[config.mk]
export PLATFORM = sky130hd
export DESIGN_NAME = gcd_requester
export DESIGN_NICKNAME = d
export VERILOG_FILES = /design/src/rtl/gcd_requester.sv
export SDC_FILE = /design/constraint.sdc
export NUM_CORES = 1
export LEC_CHECK = 0
export CORE_MARGIN = 2
export CORE_UTILIZATION = 55
export CTS_CLUSTER_DIAMETER = 150
export DETAILED_ROUTE_END_ITERATION = 16
export DONT_BUFFER_PORTS = 1
export GPL_TIMING_DRIVEN = 0
export MAX_ROUTING_LAYER = met4
export PLACE_DENSITY = 0.7
export SLEW_MARGIN = 40
export SYNTH_ARGS = -nofsm -noshare
export SYNTH_HDL_FRONTEND = slang
export SYNTH_SLANG_ARGS = --single-unit
[constraint.sdc]
create_clock -name clk -period 7.1 [get_ports clk]
set_input_delay 0.71 -clock clk [delete_from_list [all_inputs] [get_ports clk]]
set_output_delay 0.71 -clock clk [all_outputs]
set_load 0.03 [all_outputs]
[src/rtl/gcd_requester.sv]
// ============================================================================
//  Module   : gcd_requester
//  Purpose  : Host-side initiator for a GCD core. Queues operand pairs, issues
//             them one at a time, returns results with latency and timeout.
//  Revision : 1.0  initial release
// ============================================================================
`timescale 1ns/1ps
`default_nettype none

module gcd_requester #(
    parameter int W       = 16,
    parameter int DEPTH   = 4,
    parameter int CW      = 16,
    parameter int TIMEOUT = 1000
) (
    input  logic          clk,
    input  logic          reset,
    input  logic          cmd_valid,
    output logic          cmd_ready,
    input  logic [W-1:0]  cmd_a,
    input  logic [W-1:0]  cmd_b,
    output logic          res_valid,
    input  logic          res_ready,
    output logic [W-1:0]  res_data,
    output logic [CW-1:0] res_cycles,
    output logic          res_timeout,
    output logic [W-1:0]  operand_A,
    output logic [W-1:0]  operand_B,
    output logic          input_available,
    input  logic          result_rdy,
    input  logic [W-1:0]  result_data,
    output logic          result_taken,
    output logic [1:0]    state
);

    localparam int AW = (DEPTH > 1) ? $clog2(DEPTH) : 1;
    localparam logic [AW:0]   c_depth   = (AW+1)'(DEPTH);
    localparam logic [CW-1:0] c_timeout = CW'(TIMEOUT);

    typedef enum logic [1:0] {
        S_IDLE  = 2'd0,
        S_ISSUE = 2'd1,
        S_WAIT  = 2'd2,
        S_TAKE  = 2'd3
    } state_t;

    state_t r_state;
    state_t w_next;

    // Command FIFO
    logic [W-1:0]  r_mem_a [DEPTH];
    logic [W-1:0]  r_mem_b [DEPTH];
    logic [AW-1:0] r_wr_ptr;
    logic [AW-1:0] r_rd_ptr;
    logic [AW:0]   r_count;

    logic          w_full;
    logic          w_empty;
    logic          w_push;
    logic          w_pop;
    logic [W-1:0]  w_head_a;
    logic [W-1:0]  w_head_b;
    logic          w_head_zero;

    // Result slot and control
    logic          r_res_valid;
    logic [W-1:0]  r_res_data;
    logic [CW-1:0] r_res_cycles;
    logic          r_res_timeout;
    logic [W-1:0]  r_operand_a;
    logic [W-1:0]  r_operand_b;
    logic          r_input_available;
    logic          r_result_taken;
    logic [CW-1:0] r_wait_cnt;

    logic          w_slot_free;
    logic [CW-1:0] w_cnt_plus;
    logic          w_local;
    logic          w_issue;
    logic          w_capture;
    logic          w_timeout;
    logic          w_cnt_clear;
    logic          w_cnt_inc;

    assign w_full      = (r_count == c_depth);
    assign w_empty     = (r_count == '0);
    assign cmd_ready   = !w_full && !reset;
    assign w_push      = cmd_valid && cmd_ready;
    assign w_head_a    = r_mem_a[r_rd_ptr];
    assign w_head_b    = r_mem_b[r_rd_ptr];
    assign w_head_zero = (w_head_a == '0) || (w_head_b == '0);
    assign w_slot_free = !r_res_valid || res_ready;
    assign w_cnt_plus  = (r_wait_cnt == '1) ? r_wait_cnt : r_wait_cnt + 1'b1;

    always_ff @(posedge clk) begin
        if (w_push) begin
            r_mem_a[r_wr_ptr] <= cmd_a;
            r_mem_b[r_wr_ptr] <= cmd_b;
        end
    end

    always_ff @(posedge clk or posedge reset) begin
        if (reset) begin
            r_wr_ptr <= '0;
            r_rd_ptr <= '0;
            r_count  <= '0;
        end else begin
            if (w_push) r_wr_ptr <= r_wr_ptr + 1'b1;
            if (w_pop)  r_rd_ptr <= r_rd_ptr + 1'b1;
            case ({w_push, w_pop})
                2'b10:   r_count <= r_count + 1'b1;
                2'b01:   r_count <= r_count - 1'b1;
                default: r_count <= r_count;
            endcase
        end
    end

    always_comb begin
        w_next      = r_state;
        w_pop       = 1'b0;
        w_local     = 1'b0;
        w_issue     = 1'b0;
        w_capture   = 1'b0;
        w_timeout   = 1'b0;
        w_cnt_clear = 1'b0;
        w_cnt_inc   = 1'b0;
        case (r_state)
            S_IDLE: begin
                if (!w_empty) begin
                    if (w_head_zero) begin
                        if (w_slot_free) begin
                            w_pop   = 1'b1;
                            w_local = 1'b1;
                        end
                    end else begin
                        w_issue = 1'b1;
                        w_next  = S_ISSUE;
                    end
                end
            end
            S_ISSUE: begin
                w_pop       = 1'b1;
                w_cnt_clear = 1'b1;
                w_next      = S_WAIT;
            end
            S_WAIT: begin
                // A ready core result with a busy slot freezes the counter.
                if (result_rdy) begin
                    if (w_slot_free) begin
                        w_capture = 1'b1;
                        w_next    = S_TAKE;
                    end
                end else if (w_cnt_plus >= c_timeout) begin
                    if (w_slot_free) begin
                        w_timeout = 1'b1;
                        w_next    = S_IDLE;
                    end
                end else begin
                    w_cnt_inc = 1'b1;
                end
            end
            S_TAKE: begin
                w_next = S_IDLE;
            end
            default: begin
                w_next = S_IDLE;
            end
        endcase
    end

    always_ff @(posedge clk or posedge reset) begin
        if (reset) begin
            r_state           <= S_IDLE;
            r_input_available <= 1'b0;
            r_result_taken    <= 1'b0;
            r_operand_a       <= '0;
            r_operand_b       <= '0;
            r_wait_cnt        <= '0;
            r_res_valid       <= 1'b0;
            r_res_data        <= '0;
            r_res_cycles      <= '0;
            r_res_timeout     <= 1'b0;
        end else begin
            r_state           <= w_next;
            r_input_available <= w_issue;
            r_result_taken    <= w_capture;

            // Operands are latched on entry to ISSUE so they are valid with the strobe.
            if (w_issue) begin
                r_operand_a <= w_head_a;
                r_operand_b <= w_head_b;
            end

            if (w_cnt_clear)    r_wait_cnt <= '0;
            else if (w_cnt_inc) r_wait_cnt <= w_cnt_plus;

            if (w_local) begin
                // With one operand zero the answer is the other one (OR of both).
                r_res_valid   <= 1'b1;
                r_res_data    <= w_head_a | w_head_b;
                r_res_cycles  <= '0;
                r_res_timeout <= 1'b0;
            end else if (w_capture) begin
                r_res_valid   <= 1'b1;
                r_res_data    <= result_data;
                r_res_cycles  <= w_cnt_plus;
                r_res_timeout <= 1'b0;
            end else if (w_timeout) begin
                r_res_valid   <= 1'b1;
                r_res_data    <= '0;
                r_res_cycles  <= c_timeout;
                r_res_timeout <= 1'b1;
            end else if (res_ready) begin
                r_res_valid   <= 1'b0;
            end
        end
    end

    assign res_valid       = r_res_valid;
    assign res_data        = r_res_data;
    assign res_cycles      = r_res_cycles;
    assign res_timeout     = r_res_timeout;
    assign operand_A       = r_operand_a;
    assign operand_B       = r_operand_b;
    assign input_available = r_input_available;
    assign result_taken    = r_result_taken;
    assign state           = r_state;

endmodule

`default_nettype wire

==> impl_metrics.toml <==
[finish]
nFillCells = 1244
layout_common_cells = "edfxtp_1, dfrtp_1, mux2_2"
stdcell_count = 861
synthToLayoutAreaGrowth_pct = 11.42
final_cell_area_um2 = 10420
nets = 683
drive_gt1_frac = 0.2297
layout_commonest_cell = "edfxtp_1"

[clocking]
cts_sinks = 221
numCtsBuffers = 23
clkLatencyLatePin_ps = 520
cts_tree = "done"
root_buffer = "clkbuf_16"
cts-hold-fix-buffers = 0
cts_resized = 0
clockBufferDepth = 3
clkSlewWorstSetupHoldPaths_ps = 60
h-tree-depth = 1
postCtsSetupRepairBufs = 0

[critical_path]
worstPathCellList = "clkbuf_1 > clkbuf_1 > mux4_2 > nor4_1 > nand4_1 > nand2_1 > and3_1 > buf_4 > or2_2 > ha_1 > inv_1 > fa_1 > xor2_1 > nor2_1 > xor2_1"
r2r-start = "r_rd_ptr[1]$_DFFE_PP0P_"
critical_path_class = "register to register"
crit_slowest_cell = "clkbuf_1"
crit_arrival_ps = 4560
worstPathRequired_ps = 7520
critPathCaptureType = "register"
critPathLaunch = "r_rd_ptr[1]$_DFFE_PP0P_"
start_kind = "register"
slowest_delay_ps = 580
path_max_fanout = 10
cp_top_family = "simple AND/OR/NAND/NOR gates"
path_buf_inv = 4

[floorplan]
dieArea_um2 = 18060
die_h_um = 134.4
io_pins = 124
die_x_um = 134.4
start_util = 0.5637
fp.coreArea_um2 = 16580
rows = 47

[place]
io_buffer_count = 0
dpl_cell_area_um2 = 9682
place.detailed.hpwl_um = 16190
placedCellCount = 818
gp_congestion = 0.8799
dp_slack_ps = 3054

[logic_synthesis]
synth_compound_area_frac = 0.07870
synth-xor-area-share = 0.01312
muxShareOfSynthArea = 0.1243
async_flop_share = 0.4208
synth_area_um2 = 9348
synth_edf_count = 128
synth_fa_ha_area_frac = 0.01017
yosysUniqueCellTypes = 63
ys_ff_latch = 221
synth_top_family_by_area = "multiplexers"
syn_avg_cell_area_um2 = 15.66
synthesis.nets = 657
yosysWarnings = 0
yosysSeqAreaShare = 0.6602
synth_ff_type = "edfxtp_1"
synth-simple-area-share = 0.08165
syn_inst = 597

[grt]
grt_max_degree = 60
antenna_found_initial = 1
grt-ovfl-total = 0
grt_pass1_vias = 5735
grt_pass1_wl_um = 34690
grt_usage = 0.2660

[pwr]
power_density_nw_per_um2 = 443.4
switching_share = 0.3758
seq_power_share = 0.475
leakage_nw = 3.880
power_frac_comb = 0.271
ir_drop_mv = 0.2399
switching_power_mw = 1.735
clkPwrFrac = 0.254
internal_power_mw = 2.882

[sta]
tightest_slew_ps = 808.6
report.final.slew_viol_count = 0
fmax_ghz = 0.2421
finalHoldViolations = 0
setup_viol = 0
finalCriticalPeriod_ps = 4131
hold-worst-slack_ps = 32.32
rsz0062_at_grt = "false"
relSlewSlack = 0.4592
setup_ws_ps = 2969
fin_skew_ps = 20.16
finalSetupTns_ps = 0
period_share = 0.5818

[routing]
drt-initial-drc-count = 474
dr.pass1.iters = 5
routed_wl_um = 22970
wire_per_inst_um = 26.68
drc = 0
viasPerCell = 6.447
num_vias = 5551
ant_nets = 0

[hold_path]
hold_path_class = "primary input to asynchronous set/reset pin"

[run_status]
outcome = "finished, final reports clean"

[flow_run]
drv_cap = 0
## Yosys cell counts (2+ instances only)
cell | instances | area [µm²]
nand4b_1 | 2 | 17.52
or2_2 | 3 | 18.77
mux2i_1 | 7 | 70.07
and4_1 | 2 | 17.52
o21a_1 | 5 | 37.54
and2_1 | 3 | 18.77
xnor2_1 | 8 | 70.07
nor4_1 | 9 | 56.30
buf_2 | 9 | 45.04
nor4_4 | 2 | 42.54
o32ai_1 | 5 | 43.79
o21ai_0 | 12 | 60.06
nand2b_1 | 8 | 50.05
nor2_1 | 25 | 93.84
a21oi_1 | 12 | 60.06
nor3_1 | 6 | 30.03
dfrtp_1 | 93 | 2327
inv_1 | 17 | 63.81
buf_1 | 2 | 7.510
nor2b_1 | 3 | 18.77
o211a_1 | 3 | 30.03
buf_4 | 5 | 37.54
a31o_2 | 4 | 35.03
and3_1 | 17 | 106.4
nand2_1 | 18 | 67.56
xor2_1 | 6 | 52.55
clkbuf_1 | 11 | 41.29
mux2_2 | 33 | 371.6
nand3_1 | 8 | 40.04
ha_1 | 6 | 75.07
or3_1 | 3 | 18.77
o2111ai_2 | 2 | 30.03
mux4_2 | 32 | 720.7
edfxtp_1 | 128 | 3844
a31oi_1 | 3 | 18.77
buf_6 | 8 | 90.09
a221oi_1 | 16 | 140.1
a22oi_1 | 15 | 112.6
nand4_1 | 22 | 137.6
## power by group through the flow
| stage | Clock [mW] | Sequential, mW | Combinational, mW |
|---|---|---|---|
| final | 1.17 | 2.19 | 1.25 |
| after CTS | 1.18 | 2.19 | 1.26 |
| after global placement | 0 | 2.20 | 1.20 |
| after global routing | 1.23 | 2.22 | 1.35 |
| after detailed placement | 0 | 2.22 | 1.25 |
| after floorplan | 0 | 2.13 | 0.921 |
## area by class of cell
type                       instances  area, µm²  area share
sequential                       221       6171      0.5925
multi-input combinational        321       2905      0.2790
clock buffer                      29      598.1     0.05742
tap                              220      275.3     0.02643
buffer                            36      226.5     0.02174
clock inverter                    13      132.6     0.01273
inverter                          19      76.32    0.007328
timing repair buffer               1      27.53    0.002643
antenna                            1      2.502   0.0002403
## flip-flops by register name (all words and copies together) (netlist names)
signal / flops
input_available: 1
operand_A: 16
operand_B: 16
r_count: 3
r_mem_a: 64
r_mem_b: 64
r_rd_ptr: 2
r_wait_cnt: 16
r_wr_ptr: 2
res_cycles: 16
res_data: 16
res_timeout: 1
res_valid: 1
result_taken: 1
state: 2
## per-layer routing
layer | part of all wire | track usage | wire length, µm
met1 | 0.39 | 0.3396 | 8965
met2 | 0.49 | 0.4198 | 11260
met3 | 0.096 | 0.07785 | 2202
met4 | 0.023 | 0.07661 | 538
met5 | 0 | - | 0
## worst paths after layout
| check | to | slack (ps) | cells after the start |
|---|---|---|---|
| max in group asynchronous | operand_A[6]$_DFFE_PP0P_ | 6430 | 2 |
| hold / removal | operand_A[1]$_DFFE_PP0P_ | 30 | 1 |
| setup reg to reg | r_count[2]$_DFFE_PP0P_ | 2970 | 15 |
| min in group clk | r_mem_b[2][4]$_DFFE_PP_ | 280 | 0 |
| setup / recovery | r_count[2]$_DFFE_PP0P_ | 2970 | 15 |
| hold reg to reg | r_count[0]$_DFFE_PP0P_ | 500 | 1 |
## logic make-up (layout without fill, tap and decap cells)
family,count (synthesis),after routing
adder cells (fa/ha/maj),7,7
buffers and inverters,55,98
AND/OR/NAND/NOR,135,135
AO/OA/AOI/OAI,93,93
multiplexers,72,72
XOR/XNOR,14,14
other,0,1
flip-flops,221,221
## metrics by stage
step | utilization | total power, mW
2_1_floorplan | - | 3.055
3_3_place_gp | 0.5803 | 3.406
3_5_place_dp | 0.5838 | 3.466
4_1_cts | 0.6279 | 4.634
5_1_grt | 0.6280 | 4.798
6_report | 0.6280 | 4.618
Note: power is estimated with default switching activity, not from simulation.
